## src/rtl/ps2_host_tx.sv

```systemverilog
// ps2_host_tx
// Host-to-device PS/2 transmitter. Sends one command byte to the keyboard over the shared
// open-drain clock/data pair. The frame is: inhibit (clock held low), request-to-send (data
// low), then the device clocks out 8 data bits LSB first, odd parity and stop, and finally
// answers with an ACK bit.
//
// Ports
//   main_clk            in   system clock
//   rst_n               in   synchronous active-low reset
//   tx_byte[7:0]        in   byte to send, captured on accept
//   tx_valid            in   transfer request, accepted when tx_valid & tx_ready
//   tx_ready            out  high only while idle
//   tx_active           out  high whenever a frame is in progress
//   tx_done             out  one-cycle pulse ending every accepted transfer
//   tx_ack_ok           out  device ACK seen low (held until the next tx_done)
//   tx_error            out  timeout or missing ACK (held until the next tx_done)
//   ps2_clock_pulldown  out  1 = drive PS/2 clock low
//   ps2_data_pulldown   out  1 = drive PS/2 data low
//   ps2_clock_in        in   raw PS/2 clock pin (asynchronous)
//   ps2_data_in         in   raw PS/2 data pin (asynchronous)
module ps2_host_tx #(
    parameter int unsigned INHIBIT_CYCLES     = 8334,
    parameter int unsigned FIRST_EDGE_TIMEOUT = 1250000,
    parameter int unsigned EDGE_TIMEOUT       = 166667,
    parameter int unsigned CNT_W              = 21
) (
    input  logic       main_clk,
    input  logic       rst_n,
    input  logic [7:0] tx_byte,
    input  logic       tx_valid,
    output logic       tx_ready,
    output logic       tx_active,
    output logic       tx_done,
    output logic       tx_ack_ok,
    output logic       tx_error,
    output logic       ps2_clock_pulldown,
    output logic       ps2_data_pulldown,
    input  logic       ps2_clock_in,
    input  logic       ps2_data_in
);

    typedef enum logic [2:0] {
        StIdle,
        StInhibit,
        StReq,
        StSend,
        StAck,
        StWaitIdle
    } state_e;

    localparam logic [CNT_W-1:0] InhibitLoad = CNT_W'(INHIBIT_CYCLES - 1);
    localparam logic [CNT_W-1:0] FirstLoad   = CNT_W'(FIRST_EDGE_TIMEOUT - 1);
    localparam logic [CNT_W-1:0] EdgeLoad    = CNT_W'(EDGE_TIMEOUT - 1);
    localparam logic [CNT_W-1:0] CntOne      = CNT_W'(1);

    state_e           state_q, state_d;
    logic [CNT_W-1:0] cnt_q, cnt_d;
    logic [9:0]       shift_q, shift_d;
    logic [3:0]       bit_cnt_q, bit_cnt_d;
    logic             ack_seen_q, ack_seen_d;
    logic             ready_q, ready_d;
    logic             active_q, active_d;
    logic             done_q, done_d;
    logic             ack_ok_q, ack_ok_d;
    logic             error_q, error_d;
    logic             clk_pd_q, clk_pd_d;
    logic             dat_pd_q, dat_pd_d;

    logic clk_meta_q, clk_sync_q, clk_prev_q;
    logic dat_meta_q, dat_sync_q;

    logic fall;
    logic cnt_zero;
    logic abort;

    assign fall     = clk_prev_q & ~clk_sync_q;
    assign cnt_zero = (cnt_q == '0);

    always_comb begin
        state_d    = state_q;
        cnt_d      = cnt_q;
        shift_d    = shift_q;
        bit_cnt_d  = bit_cnt_q;
        ack_seen_d = ack_seen_q;
        done_d     = 1'b0;
        ack_ok_d   = ack_ok_q;
        error_d    = error_q;
        clk_pd_d   = clk_pd_q;
        dat_pd_d   = dat_pd_q;
        abort      = 1'b0;

        case (state_q)
            StIdle: begin
                clk_pd_d = 1'b0;
                dat_pd_d = 1'b0;
                if (tx_valid) begin
                    shift_d   = {1'b1, ~^tx_byte, tx_byte};
                    bit_cnt_d = 4'd0;
                    cnt_d     = InhibitLoad;
                    clk_pd_d  = 1'b1;
                    state_d   = StInhibit;
                end
            end
            StInhibit: begin
                if (cnt_zero) begin
                    dat_pd_d = 1'b1;  // start bit doubles as request-to-send
                    state_d  = StReq;
                end else begin
                    cnt_d = cnt_q - CntOne;
                end
            end
            StReq: begin
                clk_pd_d = 1'b0;
                cnt_d    = FirstLoad;
                state_d  = StSend;
            end
            StSend: begin
                // A fall takes priority over an expiring watchdog in the same cycle.
                if (fall) begin
                    dat_pd_d  = ~shift_q[0];
                    shift_d   = {1'b0, shift_q[9:1]};
                    bit_cnt_d = bit_cnt_q + 4'd1;
                    cnt_d     = EdgeLoad;
                    if (bit_cnt_q == 4'd9) begin
                        state_d = StAck;
                    end
                end else if (cnt_zero) begin
                    abort = 1'b1;
                end else begin
                    cnt_d = cnt_q - CntOne;
                end
            end
            StAck: begin
                dat_pd_d = 1'b0;
                if (fall) begin
                    ack_seen_d = ~dat_sync_q;
                    cnt_d      = EdgeLoad;
                    state_d    = StWaitIdle;
                end else if (cnt_zero) begin
                    abort = 1'b1;
                end else begin
                    cnt_d = cnt_q - CntOne;
                end
            end
            StWaitIdle: begin
                if (clk_sync_q && dat_sync_q) begin
                    done_d   = 1'b1;
                    ack_ok_d = ack_seen_q;
                    error_d  = ~ack_seen_q;
                    state_d  = StIdle;
                end else if (cnt_zero) begin
                    abort = 1'b1;
                end else begin
                    cnt_d = cnt_q - CntOne;
                end
            end
            default: begin
                clk_pd_d = 1'b0;
                dat_pd_d = 1'b0;
                state_d  = StIdle;
            end
        endcase

        if (abort) begin
            clk_pd_d = 1'b0;
            dat_pd_d = 1'b0;
            done_d   = 1'b1;
            ack_ok_d = 1'b0;
            error_d  = 1'b1;
            state_d  = StIdle;
        end

        // Status outputs are registered from the next state so they line up with it.
        ready_d  = (state_d == StIdle);
        active_d = ~ready_d;
    end

    always_ff @(posedge main_clk) begin
        if (!rst_n) begin
            state_q    <= StIdle;
            cnt_q      <= '0;
            shift_q    <= '0;
            bit_cnt_q  <= '0;
            ack_seen_q <= 1'b0;
            ready_q    <= 1'b1;
            active_q   <= 1'b0;
            done_q     <= 1'b0;
            ack_ok_q   <= 1'b0;
            error_q    <= 1'b0;
            clk_pd_q   <= 1'b0;
            dat_pd_q   <= 1'b0;
            clk_meta_q <= 1'b1;
            clk_sync_q <= 1'b1;
            clk_prev_q <= 1'b1;
            dat_meta_q <= 1'b1;
            dat_sync_q <= 1'b1;
        end else begin
            state_q    <= state_d;
            cnt_q      <= cnt_d;
            shift_q    <= shift_d;
            bit_cnt_q  <= bit_cnt_d;
            ack_seen_q <= ack_seen_d;
            ready_q    <= ready_d;
            active_q   <= active_d;
            done_q     <= done_d;
            ack_ok_q   <= ack_ok_d;
            error_q    <= error_d;
            clk_pd_q   <= clk_pd_d;
            dat_pd_q   <= dat_pd_d;
            clk_meta_q <= ps2_clock_in;
            clk_sync_q <= clk_meta_q;
            clk_prev_q <= clk_sync_q;
            dat_meta_q <= ps2_data_in;
            dat_sync_q <= dat_meta_q;
        end
    end

    assign tx_ready           = ready_q;
    assign tx_active          = active_q;
    assign tx_done            = done_q;
    assign tx_ack_ok          = ack_ok_q;
    assign tx_error           = error_q;
    assign ps2_clock_pulldown = clk_pd_q;
    assign ps2_data_pulldown  = dat_pd_q;

endmodule

```

## config.mk

```make
export PLATFORM = sky130hd
export DESIGN_NAME = ps2_host_tx
export DESIGN_NICKNAME = d
export VERILOG_FILES = /design/src/rtl/ps2_host_tx.sv
export SDC_FILE = /design/constraint.sdc
export NUM_CORES = 1
export LEC_CHECK = 0
export ABC_AREA = 1
export BUFFER_PORTS_ARGS = -buffer_cell sky130_fd_sc_hd__buf_4
export CORE_ASPECT_RATIO = 1.75
export CORE_MARGIN = 5
export CORE_UTILIZATION = 35
export DETAILED_ROUTE_END_ITERATION = 10
export SYNTH_ARGS = -nofsm -noshare
export SYNTH_HDL_FRONTEND = slang
export SYNTH_SLANG_ARGS = --single-unit
```

## constraint.sdc

```tcl
create_clock -name main_clk -period 1.8 [get_ports main_clk]
set_clock_uncertainty 0.15 [all_clocks]
set_input_delay 0.27 -clock main_clk [delete_from_list [all_inputs] [get_ports main_clk]]
set_output_delay 0.27 -clock main_clk [all_outputs]
set_load 0.01 [all_outputs]
```

==> results by group, run 1 <==
Timing
  • Final Hold Viols: 0
  • Final Max Tran Viols: 0
  • Max Clk Rate: 574 MHz
  • Final period util: 96.8%
  • Setup Viol. Count Final: 0
  • Max-slew headroom: 75.7%
  • Unrepaired setup endpoints after global routing: true
  • Total negative setup slack: 0 ns
  • Crit path time final: 1.74 ns
  • Worst-margin pin slew: 0.364 ns

Worst setup path
  • CP max stage cell: dfxtp_1
  • Critical path's top delay family: simple AND/OR/NAND/NOR gates
  • Startpoint Class: flip-flop
  • Critical path's most frequent cell: nor2_2
  • Crit path capture type: flip-flop
  • Worst path bufs/invs: 2
  • Setup CP Type: reg2reg
  • Largest fanout on the critical path: 4
  • Req. time, crit path: 1.88 ns
  • Cell chain of the critical path: nor2_2 -> nand2_1 -> nor2_2 -> buf_4 -> nand4_1 -> nand3_1 -> xnor2_1 -> inv_1 -> nor2_1
  • CP peak stage delay: 0.32 ns
  • WP data arrival: 1.83 ns

Route
  • Drc violations: 0
  • Post-DRT Antenna Nets: 0
  • Via/cell ratio: 5.02
  • Routed vias: 2954
  • Routed wire length: 8250 microns
  • DRT Pass-1 Iters: 4
  • Drt initial violations: 151
  • Routed WL per cell: 14.0 microns

GRT
  • GRT Total Usage: 16.4%
  • Initial antenna violation count: 0
  • Largest net degree at the start of global routing: 19
  • First-pass GRT wire length: 12900 microns
  • Grt total ovfl: 0
  • Vias in the first global route: 2862

Synthesis
  • #FFs+latches synth: 51
  • Post-synthesis net count: 438
  • Avg Cell Area, Syn: 6.63 sq um
  • Mapped Cells: 421
  • Yosys cell types: 31
  • Post-synth EDFFs: 0
  • Post-Syn Area: 2790 sq um
  • Sequential share of the synthesized area: 36.6%
  • Async set or reset register ratio after synthesis: 0%
  • Synth warn: 0
  • Top_reg_cell synth: dfxtp_1

Die
  • Io pins: 20
  • Initial cell density of the core: 35.5%
  • Die X-Extent: 77.5 microns
  • Full die area: 9930 sq um
  • Die Y: 128 microns
  • Core Area: 7860 sq um
  • FP Rows: 43

Worst hold path
  • Hold Crit Class: in2reg

Placement
  • Dpl cells: 577
  • DP Wirelength: 6470 microns
  • I/O Buffers: 19
  • Routability Congestion: 0.918

Clock network
  • Root Buffer: clkbuf_16
  • Clk_lat worst skew: 0.29 ns
  • H-Tree Depth: 2
  • Clk buf depth: 2
  • Clock transition at path regs: 0.07 ns
  • Clk sink count: 51
  • Hold buffer count at cts: 0
  • TritonCTS buffer count: 5
  • CTS tree: built

Pwr
  • Clock power share: 27.1%
  • Sequential share of power: 32.4%
  • LEAKAGE: 1.80 nW
  • Combinational share of power: 40.4%
  • Internal power: 0.00267 W
  • VDD IR max: 0.896 mV
  • Switching part of the total: 35.1%
  • Power Density: 1090 nW/um^2
  • Overall power: 0.00411 W
  • Sw Pwr: 0.00144 W

Finish
  • Layout cells sized above 1: 29.7%
  • Layout area overhead: 35.2%
  • Diode count: 0
  • Final non-filler cell total: 589
  • Final #Nets: 515

Job
  • Max-capacitance violation count: 0

Run status
  • Status: completed
## cell usage in the layout, fill, tap and decap left out, types with 2 or more instances in the layout
master and instances:
inv_1 46, inv_2 5, xnor2_1 7, nand2_2 9, dfxtp_2 5, clkbuf_16 5
o21ai_0 20, or2_2 4, xor2_1 6, nand2_1 96, nand3_4 2, nor2_1 39
dfxtp_1 46, ha_1 2, a21oi_1 32, nand3_2 5, nor2_4 5, a31oi_1 10
o21ai_1 3, o21a_1 2, nor3_1 7, nor2_2 19, buf_4 82, nand4_1 11
nand3_1 18
## flip-flops by register name, summed over array words and instances, names as in the netlist, 3 cells and up
name / flops
bit_cnt_q: 4
state_q: 3
cnt_q: 21
shift_q: 10
## power by group through the flow
stage | combinational [W] | sequential (W) | clock, W
finish | 0.00166 | 0.00133 | 0.00111
global route | 0.00182 | 0.00135 | 0.00119
CTS | 0.00149 | 0.00132 | 0.00115
detailed placement | 0.00147 | 0.00135 | 0
global placement | 0.00146 | 0.00135 | 0
floorplan | 0.000828 | 0.00135 | 0
## worst paths after layout
| kind | startpoint | to | slack (ns) | cells past startpoint |
|---|---|---|---|---|
| worst max-delay path | cnt_q[9]$_SDFFE_PN0P_ | cnt_q[5]$_SDFFE_PN0P_ | 0.06 | 9 |
| worst min-delay path | ps2_clock_in | clk_meta_q$_SDFF_PN1_ | 0.01 | 2 |
| worst max register to register | cnt_q[9]$_SDFFE_PN0P_ | cnt_q[5]$_SDFFE_PN0P_ | 0.06 | 9 |
| worst min register to register | clk_meta_q$_SDFF_PN1_ | clk_sync_q$_SDFF_PN1_ | 0.26 | 1 |
## per-layer routing
layer  global-route usage [%]  wire (microns)
met4                     11.2             554
met5                        0               0
met1                     15.0            2850
met3                     2.04             218
met2                     32.2            4620
## cells by family (layout without fill, tap and decap cells)
kind of cell | after synthesis | in the layout | share of synthesized area, %
muxes | 1 | 1 | 0.359
adders and majority gates | 4 | 4 | 1.79
DFF | 51 | 51 | 36.6
buffers and inverters | 63 | 141 | 8.97
xor gates and xnor gates | 13 | 13 | 4.08
AOI/OAI and AO/OA | 70 | 70 | 13.6
and+or+nand+nor | 219 | 219 | 34.6
## final cells by class
type,instances,area [sq um]
Clock inverter,2,35.0
Timing Repair Buffer,82,616
Fill cell,774,4080
Clock buffer,6,139
Multi-Input combinational cell,307,1650
Inverter,51,191
Sequential cell,51,1030
Tap cell,90,113
## Yosys cell counts, types with 3 or more instances
library cell | instances | share of area [%]
a21oi_1 | 32 | 5.7
a31oi_1 | 10 | 2.2
buf_2 | 5 | 0.90
clkbuf_1 | 5 | 0.67
dfxtp_1 | 51 | 37
ha_1 | 4 | 1.8
inv_1 | 48 | 6.5
inv_2 | 3 | 0.40
nand2_1 | 103 | 14
nand3_1 | 21 | 3.8
nand3_2 | 4 | 1.4
nand4_1 | 11 | 2.5
nor2_1 | 56 | 7.5
nor2_2 | 6 | 1.3
nor3_1 | 7 | 1.3
o21ai_0 | 22 | 3.9
or2_2 | 4 | 0.90
xnor2_1 | 7 | 2.2
xor2_1 | 6 | 1.9
## through the flow
stage / instance area [sq um] / worst slack, ns / hold WS (ns) / utilization [%]
finish: 3770 / 0.0574 / 0.0112 / 48.0
global route: 3770 / -0.0829 / 0.00909 / 48.0
CTS: 3610 / 0.00721 / 0.00703 / 46.0
detailed placement: 3430 / 0.00577 / 0.248 / 43.7
global placement: 3430 / -0.000510 / 0.245 / 43.7
floorplan: 2790 / 0.194 / 0.227 / -
## repair_timing
action                                  4_1_cts  5_1_grt
endpoints found under the setup margin        4       24
setup buffers                                 0        4
gates resized for setup                       4       42
pin swaps                                     0       14
(Power assumes the default switching activity.)
==> run 2, diff against run 1 <==
--- a/config.mk
+++ b/config.mk
@@ -11,6 +11,7 @@
 export CORE_MARGIN = 5
 export CORE_UTILIZATION = 35
 export DETAILED_ROUTE_END_ITERATION = 10
+export PLACE_DENSITY = 0.48
 export SYNTH_ARGS = -nofsm -noshare
 export SYNTH_HDL_FRONTEND = slang
 export SYNTH_SLANG_ARGS = --single-unit
==> run 2 against run 1 <==
  * Setup slack worse by 0.022 ns
  * Critical path depth up 1
  * Combinational power up 3%
  * Hold slack better by 0.00057 ns
  * Critical endpoint is now cnt_q[1]$_SDFFE_PN0P_
  * Wire length up 2.9%
  * Sequential share of layout area down 0.21 points
  * Non-clock buffer count up 2
  * Core utilization up 0.67 points
  * Highest routed layer unchanged
==> results by group, run 2 (synthesized netlist as in run 1, its figures left out) <==
Finish
  • Max FFs per register: 21
  • Final #Nets: 517
  • Biggest regs: cnt_q x21, shift_q x10, bit_cnt_q x4
  • Diode count: 0
  • Filler Cells Inserted: 819
  • Most flops, register: cnt_q
  • Commonest cells after routing, fill and taps aside: nand2_1 (96), buf_4 (83), dfxtp_1 (43)
  • Most common cell after layout, fill and taps aside: nand2_1
  • Layout cells sized above 1: 32.5%
  • Fin util: 48.7%
  • Layout area overhead: 37.0%

Route
  • Routed wire length: 8490 microns
  • Drt initial violations: 204
  • Post-DRT Antenna Nets: 0
  • Drc violations: 0
  • Via/cell ratio: 4.94
  • Routed vias: 2921
  • Routed WL per cell: 14.4 microns
  • DRT Pass-1 Iters: 4

Clock network
  • H-Tree Depth: 2
  • Clock transition at path regs: 0.07 ns
  • CTS tree: built
  • Clk_lat worst skew: 0.29 ns
  • Clk buf depth: 2
  • Clk sink count: 51
  • Root Buffer: clkbuf_16
  • TritonCTS buffer count: 5

Pwr
  • Power Density: 1060 nW/um^2
  • VDD IR max: 0.718 mV
  • LEAKAGE: 1.80 nW
  • Overall power: 0.00404 W

Timing
  • Hold WS: 0.0118 ns
  • Unrepaired setup endpoints after global routing: true
  • Final Hold Viols: 0
  • Final Max Tran Viols: 0
  • Final period util: 98.0%
  • Max-slew headroom: 74.6%
  • Max Clk Rate: 567 MHz
  • Final WS setup: 0.0354 ns
  • Worst-margin pin slew: 0.381 ns
  • Crit path time final: 1.76 ns
  • Setup Viol. Count Final: 0

Die
  • Initial cell density of the core: 35.5%
  • Die Y: 128 microns
  • FP Rows: 43
  • Io pins: 20
  • Full die area: 9930 sq um
  • Core Area: 7860 sq um
  • Die X-Extent: 77.5 microns

Placement
  • DP Wirelength: 6770 microns
  • Dpl ws: -0.0658 ns
  • I/O Buffers: 19
  • Routability Congestion: 0.924

Worst setup path
  • Setup CP Type: reg2reg
  • Crit path capture type: flip-flop
  • Startpoint Class: flip-flop
  • Req. time, crit path: 1.87 ns
  • WP data arrival: 1.83 ns
  • Largest fanout on the critical path: 5

GRT
  • GRT Total Usage: 17.4%
  • First-pass GRT wire length: 13800 microns
  • Initial antenna violation count: 0
  • Grt total ovfl: 0
  • Largest net degree at the start of global routing: 19
  • Vias in the first global route: 2922

Worst hold path
  • Hold Crit Class: in2reg

Job
  • Max-capacitance violation count: 0

Run status
  • Status: completed
run 2: cell types whose count changed in the layout (fill, tap and decap cells not counted), sizes merged:
cell	change
clkinvlp	+1
bufinv	-1
buf	+2
run 2: layout make-up:
| class | instances | area (sq um) | area share [%] |
|---|---|---|---|
| clock inverters | 2 | 16.3 | 0.425 |
| inverters | 51 | 191 | 5.01 |
| clock buffers | 6 | 139 | 3.63 |
| flip-flops and latches | 51 | 1030 | 27.0 |
| repair buffers | 84 | 634 | 16.6 |
| multi-input cells | 307 | 1700 | 44.4 |
| well taps | 90 | 113 | 2.95 |
run 2: final timing paths:
check | startpoint | slack, ns | depth (start not counted) | end
worst min-delay path | ps2_clock_in | 0.01 | 2 | clk_meta_q$_SDFF_PN1_
worst max-delay path | cnt_q[0]$_SDFFE_PN0P_ | 0.04 | 10 | cnt_q[1]$_SDFFE_PN0P_
worst min register to register | dat_meta_q$_SDFF_PN1_ | 0.27 | 1 | dat_sync_q$_SDFF_PN1_
worst max register to register | cnt_q[0]$_SDFFE_PN0P_ | 0.04 | 10 | cnt_q[1]$_SDFFE_PN0P_
run 2: critical path: stages (launching register included):
cell and delay [ns]:
dfxtp_2 0.33, inv_2 0.08, ha_4 0.15, nand2_4 0.06, nor2_4 0.12, inv_2 0.04, nor2_2 0.09, nand4_1 0.25
o21ai_1 0.21, nand2_1 0.08, a21oi_2 0.13
run 2: stage by stage:
stage	std cells	cell area [sq um]	TNS (ns)
after floorplan	421	2790	0
after global placement	578	3440	-0.135
after detailed placement	578	3440	-0.210
after CTS	586	3610	0
after global routing	591	3820	-0.167
final	591	3820	0
run 2: metal layers:
layer | GRT usage [%] | wire [microns] | vias up
met3 | 1.83 | 181 | 16
met2 | 35.8 | 4950 | 47
li1 | - | - | 1518
met5 | 0 | 0 | -
met1 | 16.8 | 3020 | 1340
met4 | 7.29 | 339 | 0
run 2: report_power, final:
part	leakage, nW	internal (W)	switching (W)
Combinational	1.31	0.000755	0.000955
Clock	0.0731	0.000556	0.000432
Sequential	0.421	0.00125	0.0000893
Total	1.80	0.00257	0.00148
run 2: repair_timing:
action / CTS / global route
resized for setup: 6 / 59
setup buffers: 0 / 5
setup endpoints to repair: 15 / 26
pin swaps: 0 / 19
hold buffers: 0 / 0
==> run 3, diff against run 2 <==
--- a/config.mk
+++ b/config.mk
@@ -7,11 +7,13 @@
 export LEC_CHECK = 0
 export ABC_AREA = 1
 export BUFFER_PORTS_ARGS = -buffer_cell sky130_fd_sc_hd__buf_4
+export CELL_PAD_IN_SITES_DETAIL_PLACEMENT = 1
+export CELL_PAD_IN_SITES_GLOBAL_PLACEMENT = 2
 export CORE_ASPECT_RATIO = 1.75
 export CORE_MARGIN = 5
-export CORE_UTILIZATION = 35
+export CORE_UTILIZATION = 33
 export DETAILED_ROUTE_END_ITERATION = 10
-export PLACE_DENSITY = 0.48
+export PLACE_DENSITY = 0.75
 export SYNTH_ARGS = -nofsm -noshare
 export SYNTH_HDL_FRONTEND = slang
 export SYNTH_SLANG_ARGS = --single-unit
==> run 3 against run 2 <==
  * The run now ends with setup timing left
  * Critical path depth unchanged
  * Register-to-register slack lost 0.04 ns
  * Combinational power increased by 11%
  * Die area grew 5.4%
  * Hold slack got worse by 0.0012 ns
  * Core utilization down 0.36 points
  * First-iteration DRC count down 68%
==> results by group, run 3 (synthesized netlist as in run 1, its figures left out) <==
Run status
  • Status: complete, but fails checks
  • Failing checks: setup timing

Placement
  • I/O Buffers: 19
  • Dpl ws: -0.251 ns
  • DP Wirelength: 7540 microns
  • Dpl cells: 587
  • Routability Congestion: 0.862

Worst setup path
  • Reg2Reg Launch Point: cnt_q[5]$_SDFFE_PN0P_
  • Critical path's most frequent cell: nor2_4
  • Startpoint Class: flip-flop
  • CP max stage cell: dfxtp_4
  • CP peak stage delay: 0.36 ns
  • Worst R2R End: tx_ready$_SDFF_PN1_
  • Cell chain of the critical path: nor2_4 -> nand2_2 -> buf_4 -> nor2_4 -> nand3_4 -> nor2_4 -> nor2_4 -> nand2_2 -> nor2_2 -> nor3_2
  • Req. time, crit path: 1.86 ns
  • WP data arrival: 1.87 ns
  • R2R depth: 10
  • Crit path capture type: flip-flop
  • Largest fanout on the critical path: 6
  • Flop2flop setup slack: -0.009 ns
  • Setup CP Type: reg2reg

Finish
  • Commonest cells after routing, fill and taps aside: buf_4 (92), nand2_1 (90), inv_1 (45)
  • Most flops, register: cnt_q
  • Final #Nets: 529
  • Fin util: 48.3%
  • Final non-filler cell total: 605
  • Most common cell after layout, fill and taps aside: buf_4
  • Max FFs per register: 21
  • Layout area overhead: 43.0%
  • Biggest regs: cnt_q x21, shift_q x10, bit_cnt_q x4
  • Layout cells sized above 1: 36.1%
  • Diode count: 0
  • Filler Cells Inserted: 1058

Clock network
  • Hold buffer count at cts: 0
  • TritonCTS buffer count: 5
  • Clk_lat worst skew: 0.30 ns
  • CTS tree: built
  • Root Buffer: clkbuf_16
  • Clk sink count: 51
  • Clock transition at path regs: 0.07 ns
  • Clk buf depth: 2
  • H-Tree Depth: 2

Die
  • Io pins: 20
  • Die Y: 132 microns
  • FP Rows: 44
  • Initial cell density of the core: 33.8%
  • Die X-Extent: 79.5 microns
  • Full die area: 10500 sq um
  • Core Area: 8260 sq um

Route
  • DRT Pass-1 Iters: 4
  • Via/cell ratio: 5.07
  • Routed vias: 3067
  • Routed WL per cell: 15.9 microns
  • Routed wire length: 9640 microns
  • Post-DRT Antenna Nets: 0
  • Drc violations: 0
  • Drt initial violations: 66

Worst hold path
  • Hold path endpoint: clk_meta_q$_SDFF_PN1_
  • Hold Crit Class: in2reg
  • Worst Hold Launch: ps2_clock_in
  • WHS Path Cells: 2

Timing
  • Setup Viol. Count Final: 1
  • Unrepaired setup endpoints after global routing: true
  • Final Max Tran Viols: 0
  • Final WS setup: -0.00862 ns
  • Final period util: 100%
  • Worst-margin pin slew: 0.418 ns
  • Final Hold Viols: 0
  • Max-slew headroom: 72.1%
  • Max Clk Rate: 553 MHz
  • Crit path time final: 1.81 ns

GRT
  • GRT Total Usage: 19.0%
  • Largest net degree at the start of global routing: 19
  • Initial antenna violation count: 0
  • First-pass GRT wire length: 15600 microns
  • Grt total ovfl: 0
  • Vias in the first global route: 3301

Pwr
  • LEAKAGE: 1.88 nW
  • Power Density: 1050 nW/um^2
  • VDD IR max: 0.405 mV

Job
  • Max-capacitance violation count: 0
==> run 3: how the worst max path moves through the flow <==
stage / slack [ns] / depth (start not counted) / endpoint / from
2_1_floorplan: 0.19 / 10 / cnt_q[18]$_SDFFE_PN0P_ / cnt_q[0]$_SDFFE_PN0P_
3_3_place_gp: -0.25 / 10 / tx_ready$_SDFF_PN1_ / cnt_q[8]$_SDFFE_PN0P_
3_5_place_dp: -0.25 / 10 / tx_ready$_SDFF_PN1_ / cnt_q[8]$_SDFFE_PN0P_
4_1_cts: -0.007 / 11 / cnt_q[5]$_SDFFE_PN0P_ / cnt_q[1]$_SDFFE_PN0P_
5_1_grt: -0.09 / 11 / cnt_q[5]$_SDFFE_PN0P_ / cnt_q[1]$_SDFFE_PN0P_
6_report: -0.009 / 10 / tx_ready$_SDFF_PN1_ / cnt_q[5]$_SDFFE_PN0P_
==> run 3: repair_timing <==
action                     CTS  global route
setup endpoints to repair   23            26
buffers inserted             6             4
gates cloned                 0             0
gates resized for setup     32            56
pin swaps                   11            27
==> run 3: per-stage QoR <==
step / hold slack (ns) / total power (W) / TNS (ns) / cell area (sq um)
finish: 0.0106 / 0.00420 / -0.00862 / 3990
global route: 0.00350 / 0.00447 / -0.547 / 3990
CTS: 0.00443 / 0.00403 / -0.00668 / 3760
detailed placement: 0.253 / 0.00293 / -1.63 / 3490
global placement: 0.245 / 0.00289 / -1.51 / 3490
floorplan: 0.227 / 0.00218 / 0 / 2790
==> run 3: critical path: cells and delay by family, from the launching register on <==
family                 cells  cell delay (ns)
flip-flops                 1             0.36
AND/OR/NAND/NOR            9             1.05
buffers and inverters      1             0.15
==> run 3: layout make-up <==
cell class | instances | area (sq um) | share of cell area (%)
Sequential cell | 51 | 1040 | 26.1
Clock inverter | 2 | 12.5 | 0.314
Inverter | 51 | 191 | 4.80
Timing Repair Buffer | 96 | 736 | 18.4
Multi-Input combinational cell | 307 | 1770 | 44.2
Clock buffer | 6 | 129 | 3.23
Tap cell | 92 | 115 | 2.88
==> run 3: where the power goes <==
| part | internal (W) | switching, W |
|---|---|---|
| registers | 0.00126 | 0.0000923 |
| logic | 0.000845 | 0.00104 |
| clock network | 0.000515 | 0.000446 |
==> run 3: metal layers <==
layer	global-route usage (%)	vias to the layer above	part of all wire, %
li1	-	1540	-
met1	17.5	1484	35
met2	38.9	26	61
met3	2.33	17	1.2
met4	8.13	0	3.4
met5	0	-	0
